<file path="src/rtl/wide_addsub_seq_pkg.sv">
// Shared types and helpers for the multi-precision add/subtract sequencer.
// Holds the sequencer state encoding and the limb-counter sizing rule.
package wide_addsub_seq_pkg;

    typedef enum logic [1:0] {
        StIdle,
        StRun,
        StDrain
    } state_e;

    // Limb counter needs at least one bit even for single-limb operations.
    function automatic int unsigned cnt_width(input int unsigned words);
        return (words <= 1) ? 1 : $clog2(words);
    endfunction

endpackage

</file>
<file path="src/rtl/wide_addsub_seq_if.sv">
// Control, limb input stream and limb result stream of the add/subtract sequencer.
// The sequencer itself connects through the slave modport.
interface wide_addsub_seq_if #(
    parameter int unsigned WIDTH = 32
);
    logic             start;
    logic             sub;
    logic             busy;
    logic             done;
    logic             in_valid;
    logic             in_ready;
    logic [WIDTH-1:0] in_a;
    logic [WIDTH-1:0] in_b;
    logic             out_valid;
    logic             out_ready;
    logic [WIDTH-1:0] out_sum;
    logic             out_last;
    logic             cout;
    logic             of;

    modport master (
        output start, sub, in_valid, in_a, in_b, out_ready,
        input  busy, done, in_ready, out_valid, out_sum, out_last, cout, of
    );

    modport slave (
        input  start, sub, in_valid, in_a, in_b, out_ready,
        output busy, done, in_ready, out_valid, out_sum, out_last, cout, of
    );
endinterface

</file>
<file path="src/rtl/wide_addsub_seq_cla.sv">
// 32-bit carry-lookahead adder: 4-bit lookahead groups chained by group generate/propagate.
// of is the signed overflow of the 32-bit result.
module CLA_adder (
    input  logic [31:0] a,
    input  logic [31:0] b,
    input  logic        Cin,
    output logic [31:0] sum,
    output logic        Cout,
    output logic        of
);
    logic [31:0] g;
    logic [31:0] p;
    logic [32:0] c;
    logic [8:0]  bc;
    logic [7:0]  gg;
    logic [7:0]  gp;

    always_comb begin
        g  = a & b;
        p  = a ^ b;
        c  = '0;
        bc = '0;
        gg = '0;
        gp = '0;
        bc[0] = Cin;
        for (int k = 0; k < 8; k++) begin
            gg[k] = g[4*k+3]
                  | (p[4*k+3] & g[4*k+2])
                  | (p[4*k+3] & p[4*k+2] & g[4*k+1])
                  | (p[4*k+3] & p[4*k+2] & p[4*k+1] & g[4*k]);
            gp[k] = &p[4*k +: 4];
            bc[k+1] = gg[k] | (gp[k] & bc[k]);
            c[4*k] = bc[k];
            for (int j = 0; j < 3; j++) begin
                c[4*k+j+1] = g[4*k+j] | (p[4*k+j] & c[4*k+j]);
            end
        end
        c[32] = bc[8];
    end

    assign sum  = p ^ c[31:0];
    assign Cout = c[32];
    assign of   = c[32] ^ c[31];

endmodule

</file>
<file path="src/rtl/wide_addsub_seq.sv">
// Multi-precision add/subtract sequencer: one limb pair per cycle, LS limb first, carry
// chained through a single CLA_adder; results stream out through a registered valid/ready port.
module wide_addsub_seq
    import wide_addsub_seq_pkg::*;
#(
    parameter int unsigned WIDTH = 32,
    parameter int unsigned WORDS = 4
) (
    input logic              clk,
    input logic              rst,
    wide_addsub_seq_if.slave bus
);

    if (WIDTH != 32) begin : g_width_chk
        $error("wide_addsub_seq: WIDTH must be 32 to match CLA_adder");
    end
    if (WORDS < 1 || WORDS > 256) begin : g_words_chk
        $error("wide_addsub_seq: WORDS must be in 1..256");
    end

    localparam int unsigned CW = cnt_width(WORDS);
    typedef logic [CW-1:0] cnt_t;
    localparam cnt_t LastCnt = cnt_t'(WORDS - 1);

    state_e           state_q, state_d;
    logic             sub_q, sub_d;
    logic             carry_q, carry_d;
    cnt_t             cnt_q, cnt_d;
    logic             busy_q, busy_d;
    logic             done_q, done_d;
    logic             ov_q, ov_d;
    logic [WIDTH-1:0] sum_q, sum_d;
    logic             last_q, last_d;
    logic             cout_q, cout_d;
    logic             of_q, of_d;
    logic             in_ready_c;

    logic [WIDTH-1:0] add_sum;
    logic             add_cout;
    logic             add_of;

    // Subtract is A + ~B + 1; the +1 enters through the initial carry.
    CLA_adder u_cla (
        .a   (bus.in_a),
        .b   (bus.in_b ^ {WIDTH{sub_q}}),
        .Cin (carry_q),
        .sum (add_sum),
        .Cout(add_cout),
        .of  (add_of)
    );

    always_comb begin
        state_d    = state_q;
        sub_d      = sub_q;
        carry_d    = carry_q;
        cnt_d      = cnt_q;
        busy_d     = busy_q;
        done_d     = 1'b0;
        ov_d       = ov_q;
        sum_d      = sum_q;
        last_d     = last_q;
        cout_d     = cout_q;
        of_d       = of_q;
        in_ready_c = 1'b0;

        unique case (state_q)
            StIdle: begin
                if (bus.start) begin
                    sub_d   = bus.sub;
                    carry_d = bus.sub;
                    cnt_d   = '0;
                    cout_d  = 1'b0;
                    of_d    = 1'b0;
                    busy_d  = 1'b1;
                    state_d = StRun;
                end
            end
            StRun: begin
                // No skid buffer: a new limb only enters when the result register frees up.
                in_ready_c = !ov_q || bus.out_ready;
                if (ov_q && bus.out_ready) begin
                    ov_d   = 1'b0;
                    last_d = 1'b0;
                end
                if (bus.in_valid && in_ready_c) begin
                    sum_d   = add_sum;
                    ov_d    = 1'b1;
                    last_d  = (cnt_q == LastCnt);
                    carry_d = add_cout;
                    cnt_d   = cnt_t'(cnt_q + 1'b1);
                    if (cnt_q == LastCnt) begin
                        cout_d  = add_cout;
                        of_d    = add_of;
                        state_d = StDrain;
                    end
                end
            end
            StDrain: begin
                if (ov_q && bus.out_ready) begin
                    ov_d    = 1'b0;
                    last_d  = 1'b0;
                    done_d  = 1'b1;
                    busy_d  = 1'b0;
                    state_d = StIdle;
                end
            end
            default: state_d = StIdle;
        endcase
    end

    always_ff @(posedge clk or posedge rst) begin
        if (rst) begin
            state_q <= StIdle;
            sub_q   <= 1'b0;
            carry_q <= 1'b0;
            cnt_q   <= '0;
            busy_q  <= 1'b0;
            done_q  <= 1'b0;
            ov_q    <= 1'b0;
            sum_q   <= '0;
            last_q  <= 1'b0;
            cout_q  <= 1'b0;
            of_q    <= 1'b0;
        end else begin
            state_q <= state_d;
            sub_q   <= sub_d;
            carry_q <= carry_d;
            cnt_q   <= cnt_d;
            busy_q  <= busy_d;
            done_q  <= done_d;
            ov_q    <= ov_d;
            sum_q   <= sum_d;
            last_q  <= last_d;
            cout_q  <= cout_d;
            of_q    <= of_d;
        end
    end

    assign bus.busy      = busy_q;
    assign bus.done      = done_q;
    assign bus.in_ready  = in_ready_c;
    assign bus.out_valid = ov_q;
    assign bus.out_sum   = sum_q;
    assign bus.out_last  = last_q;
    assign bus.cout      = cout_q;
    assign bus.of        = of_q;

endmodule

</file>
<file path="src/flat_wrapper.sv">
// flat-port wrapper written by rule: the top's interface ports become plain ports
module wide_addsub_seq_flat import wide_addsub_seq_pkg::*;
#(
    parameter int unsigned WIDTH = 32,
    parameter int unsigned WORDS = 4
)
  (clk, rst, bus_start, bus_sub, bus_in_valid, bus_in_a, bus_in_b, bus_out_ready, bus_busy, bus_done, bus_in_ready, bus_out_valid, bus_out_sum, bus_out_last, bus_cout, bus_of);
  wide_addsub_seq_if #(.WIDTH(WIDTH)) bus_i ();
  input logic clk;
  input logic rst;
  input wire logic [$bits(bus_i.start)-1:0] bus_start;
  input wire logic [$bits(bus_i.sub)-1:0] bus_sub;
  input wire logic [$bits(bus_i.in_valid)-1:0] bus_in_valid;
  input wire logic [$bits(bus_i.in_a)-1:0] bus_in_a;
  input wire logic [$bits(bus_i.in_b)-1:0] bus_in_b;
  input wire logic [$bits(bus_i.out_ready)-1:0] bus_out_ready;
  output wire logic [$bits(bus_i.busy)-1:0] bus_busy;
  output wire logic [$bits(bus_i.done)-1:0] bus_done;
  output wire logic [$bits(bus_i.in_ready)-1:0] bus_in_ready;
  output wire logic [$bits(bus_i.out_valid)-1:0] bus_out_valid;
  output wire logic [$bits(bus_i.out_sum)-1:0] bus_out_sum;
  output wire logic [$bits(bus_i.out_last)-1:0] bus_out_last;
  output wire logic [$bits(bus_i.cout)-1:0] bus_cout;
  output wire logic [$bits(bus_i.of)-1:0] bus_of;
  assign bus_i.start = bus_start;
  assign bus_i.sub = bus_sub;
  assign bus_i.in_valid = bus_in_valid;
  assign bus_i.in_a = bus_in_a;
  assign bus_i.in_b = bus_in_b;
  assign bus_i.out_ready = bus_out_ready;
  assign bus_busy = bus_i.busy;
  assign bus_done = bus_i.done;
  assign bus_in_ready = bus_i.in_ready;
  assign bus_out_valid = bus_i.out_valid;
  assign bus_out_sum = bus_i.out_sum;
  assign bus_out_last = bus_i.out_last;
  assign bus_cout = bus_i.cout;
  assign bus_of = bus_i.of;
  wide_addsub_seq #(.WIDTH(WIDTH), .WORDS(WORDS)) u_core (.clk(clk), .rst(rst), .bus(bus_i));
endmodule
</file>
<file path="config.mk">
export PLATFORM = sky130hd
export DESIGN_NAME = wide_addsub_seq_flat
export DESIGN_NICKNAME = d
export VERILOG_FILES = /design/src/rtl/wide_addsub_seq_pkg.sv /design/src/rtl/wide_addsub_seq_if.sv /design/src/rtl/wide_addsub_seq_cla.sv /design/src/rtl/wide_addsub_seq.sv /design/src/flat_wrapper.sv
export SDC_FILE = /design/constraint.sdc
export NUM_CORES = 1
export LEC_CHECK = 0
export CORE_MARGIN = 2
export CORE_UTILIZATION = 38
export CTS_BUF_LIST = sky130_fd_sc_hd__clkbuf_16
export DETAILED_ROUTE_END_ITERATION = 6
export DONT_BUFFER_PORTS = 1
export GPL_TIMING_DRIVEN = 0
export PLACE_DENSITY = 0.58
export SYNTH_ARGS = -nofsm -noshare
export SYNTH_HDL_FRONTEND = slang
export SYNTH_SLANG_ARGS = --single-unit
</file>
<file path="constraint.sdc">
create_clock -name clk -period 11.8 [get_ports clk]
set_input_delay 2.36 -clock clk [delete_from_list [all_inputs] [get_ports clk]]
set_output_delay 2.36 -clock clk [all_outputs]
set_load 0.005 [all_outputs]
</file>
==> summary.txt <==
Final layout
  • Syn-to-layout area delta: 8.98%
  • Final instance area: 3900 µm²
  • Leading cell type in the layout, fill and taps excluded: nand2_1
  • Antenna diode count: 0
  • Net count, final: 531
  • Layout cell share with drive strength beyond 1: 6.48%
  • Commonest non-fill, non-tap cells in the layout: nand2_1, inv_1, dfrtp_1, xor2_1, ha_1

Synthesis
  • Net count after synthesis: 523
  • Cell count after synthesis: 392
  • Cell variety after synth: 42
  • Syn_area_per_cell: 9.14 µm²
  • Top post-synthesis cells by area: dfrtp_1, fa_1, ha_1, xor2_1, nand2_1
  • Synth warnings: 0
  • Top cell type's share of synthesized area: 30.7%
  • Simple-Gate Fraction of Synth Area: 11.9%
  • Primary FF master, synth: dfrtp_1
  • Sequential-to-total area share from yosys stat: 30.7%
  • Main combinational cell family by area after synthesis: adder cells
  • Mapped cell area: 3580 µm²
  • Synth Area in Adders: 26.3%
  • Compound-Gate Fraction of Synth Area: 13.2%
  • Post-synthesis xor/xnor area fraction: 9.78%
  • Asr flop ratio synth: 100%
  • Mux share of post-synthesis cell area: 0.873%
  • Post-synth EDFFs: 0
  • Dominant cell type by area after synthesis: dfrtp_1
  • Seq cells post-synth: 44

GRT
  • Vias in the first global route: 2770
  • First-pass GRT wire length: 13.8 mm
  • Largest net degree at the start of global routing: 41
  • Total GRT Usage: 17.5%
  • Initial antenna violation count: 0
  • Global route overflow: 0

Flow run
  • Max-Cap Viols: 0

Power
  • PwrDens: 271 nW/µm²
  • LEAKAGE: 0.00195 µW
  • Power Total: 1060 µW
  • Peak supply drop: 0.101 mV

Routing
  • Wire per inst: 16.7 µm
  • DRC: 0
  • DRT Pass-1 Iters: 4
  • Wirelength, routed: 8.53 mm
  • Post-DR vias/cell: 5.11
  • Detail Route Antenna Nets: 0
  • First DRT Iteration DRCs: 60
  • Vias: 2614

Clock tree
  • Total CTS buffers: 5
  • CTS sink cnt: 44
  • Post-CTS Setup Bufs: 0
  • CTS root buffer: clkbuf_16
  • Clk slew on worst S/H paths: 0.06 ns
  • Worst skew pair latency: 0.28 ns
  • Clock buffer depth: 2
  • CTS H-tree depth: 2
  • CTS resizes: 0
  • CTS tree: yes
  • Hold Buf Count CTS: 0

Die
  • DIE AREA: 10200 µm²
  • Total core area: 9200 µm²
  • Chip Height: 101 µm
  • Die width: 101 µm
  • Top Ports: 109
  • Initial Util: 39.0%
  • Std-Cell Rows: 35

Placement
  • Placed inst area: 3740 µm²
  • Port-buffer cells: 0
  • Final Wtd Congestion: 0.825
  • Final HPWL DP: 7.04 mm
  • DP Worst Slack: 6.06 ns

Setup path
  • Req. time, crit path: 11.96 ns
  • Crit path launch type: input port
  • Setup Crit Path Kind: input port to flop
  • CP arrival: 5.59 ns
  • CP Capture Type: flop
  • Crit-path max FO: 4

Timing
  • # setup viols final: 0
  • Setup TNS: 0 ns
  • Final period utilization: 46.0%
  • Max-slew headroom: 59.0%
  • Unrepaired setup endpoints after global routing: false
  • Fin. Hold Viols: 0
  • Final slew viol count: 0
  • Slew at the pin closest to its max-slew limit: 0.615 ns
  • Final setup skew: 0.00243 ns
  • Fin worst setup slack: 6.37 ns
  • Final worst path period need: 5.43 ns
  • Fmax: 184 MHz

Status
  • Outcome: completed

Hold path
  • Hold Crit Class: flop to flop
## Yosys cell counts (all sizes together), types with 2 or more instances
cell / n
nand2b: 3
o211ai: 3
nor2: 14
ha: 37
nor2b: 3
a211oi: 3
nand2: 64
o21ai: 43
xor2: 37
and3: 3
nand3: 5
xnor2: 3
a21oi: 18
nand4: 5
fa: 24
mux2i: 2
dfrtp: 44
inv: 55
buf: 10
o21a: 3
## flip-flops by register name (all words and copies together) (netlist names)
register	count
u_core.state_q	2
u_core.cnt_q	2
u_core.bus.of	1
u_core.bus.done	1
u_core.bus.busy	1
u_core.bus.out_valid	1
u_core.sub_q	1
u_core.bus.out_sum	32
u_core.bus.out_last	1
u_core.bus.cout	1
u_core.carry_q	1
## layer usage
metal / GRT usage, % / wire (µm) / vias to the layer above
met5: 0 / 0 / -
met4: 3.43 / 59 / 0
met3: 4.23 / 539 / 4
met2: 30.9 / 4220 / 69
met1: 21.8 / 3710 / 1253
li1: - / - / 1288
## cell families (layout without fill, tap and decap cells)
family | count (synthesis) | count (layout)
fa+ha+maj | 61 | 61
simple gates | 99 | 99
flops | 44 | 44
mux | 3 | 3
buf+inv | 66 | 75
xor+xnor | 40 | 40
compound gates | 79 | 79
## critical path, stage by stage
cell and delay (ns):
xor2_1 0.13, ha_1 0.35, nand3_1 0.10, nor2_1 0.18, o311ai_2 0.13, nand3_2 0.15, nor2_1 0.05, o21bai_1 0.19
a21oi_1 0.12, fa_1 0.41, fa_1 0.39, fa_1 0.46, inv_1 0.11, nor2_1 0.06, mux2i_1 0.14, nor2_1 0.05
a21oi_1 0.12, nand3_1 0.08
## power by group
part | switching (µW) | leakage (µW) | internal, µW
Sequential | 55.4 | 0.000551 | 218
Clock | 55.3 | 0.0000789 | 98.4
Combinational | 373 | 0.00132 | 256
## through the flow
stage | utilization (%) | std cells | hold WS (ns)
2_1_floorplan | - | 392 | 0.457
3_3_place_gp | 40.5 | 503 | 0.474
3_5_place_dp | 40.7 | 504 | 0.480
4_1_cts | 42.4 | 512 | 0.489
5_1_grt | 42.4 | 512 | 0.490
6_report | 42.4 | 512 | 0.486
## cell type report
class / count / area, µm²
Buffer: 11 / 52.6
Clock buffer: 5 / 125
Clock inverter: 3 / 37.5
Fill cell: 925 / 5290
Inverter: 55 / 206
Multi-Input combinational cell: 282 / 2220
Sequential cell: 44 / 1100
Tap cell: 111 / 139
Timing Repair Buffer: 1 / 20.0
## final timing paths
path                                 start                      to  slack, ns  cells after the start
setup / recovery               bus_in_b[3]           u_core.bus.of       6.37                     18
max in group asynchronous              rst  u_core.bus.out_sum[12]       9.53                      2
min in group asynchronous              rst         u_core.bus.busy       1.84                      1
setup reg to reg              u_core.sub_q           u_core.bus.of       7.37                     20
hold / removal             u_core.cnt_q[0]         u_core.cnt_q[0]       0.49                      1
hold reg to reg            u_core.cnt_q[0]         u_core.cnt_q[0]       0.49                      1
Power figures use the tool's default switching activity.
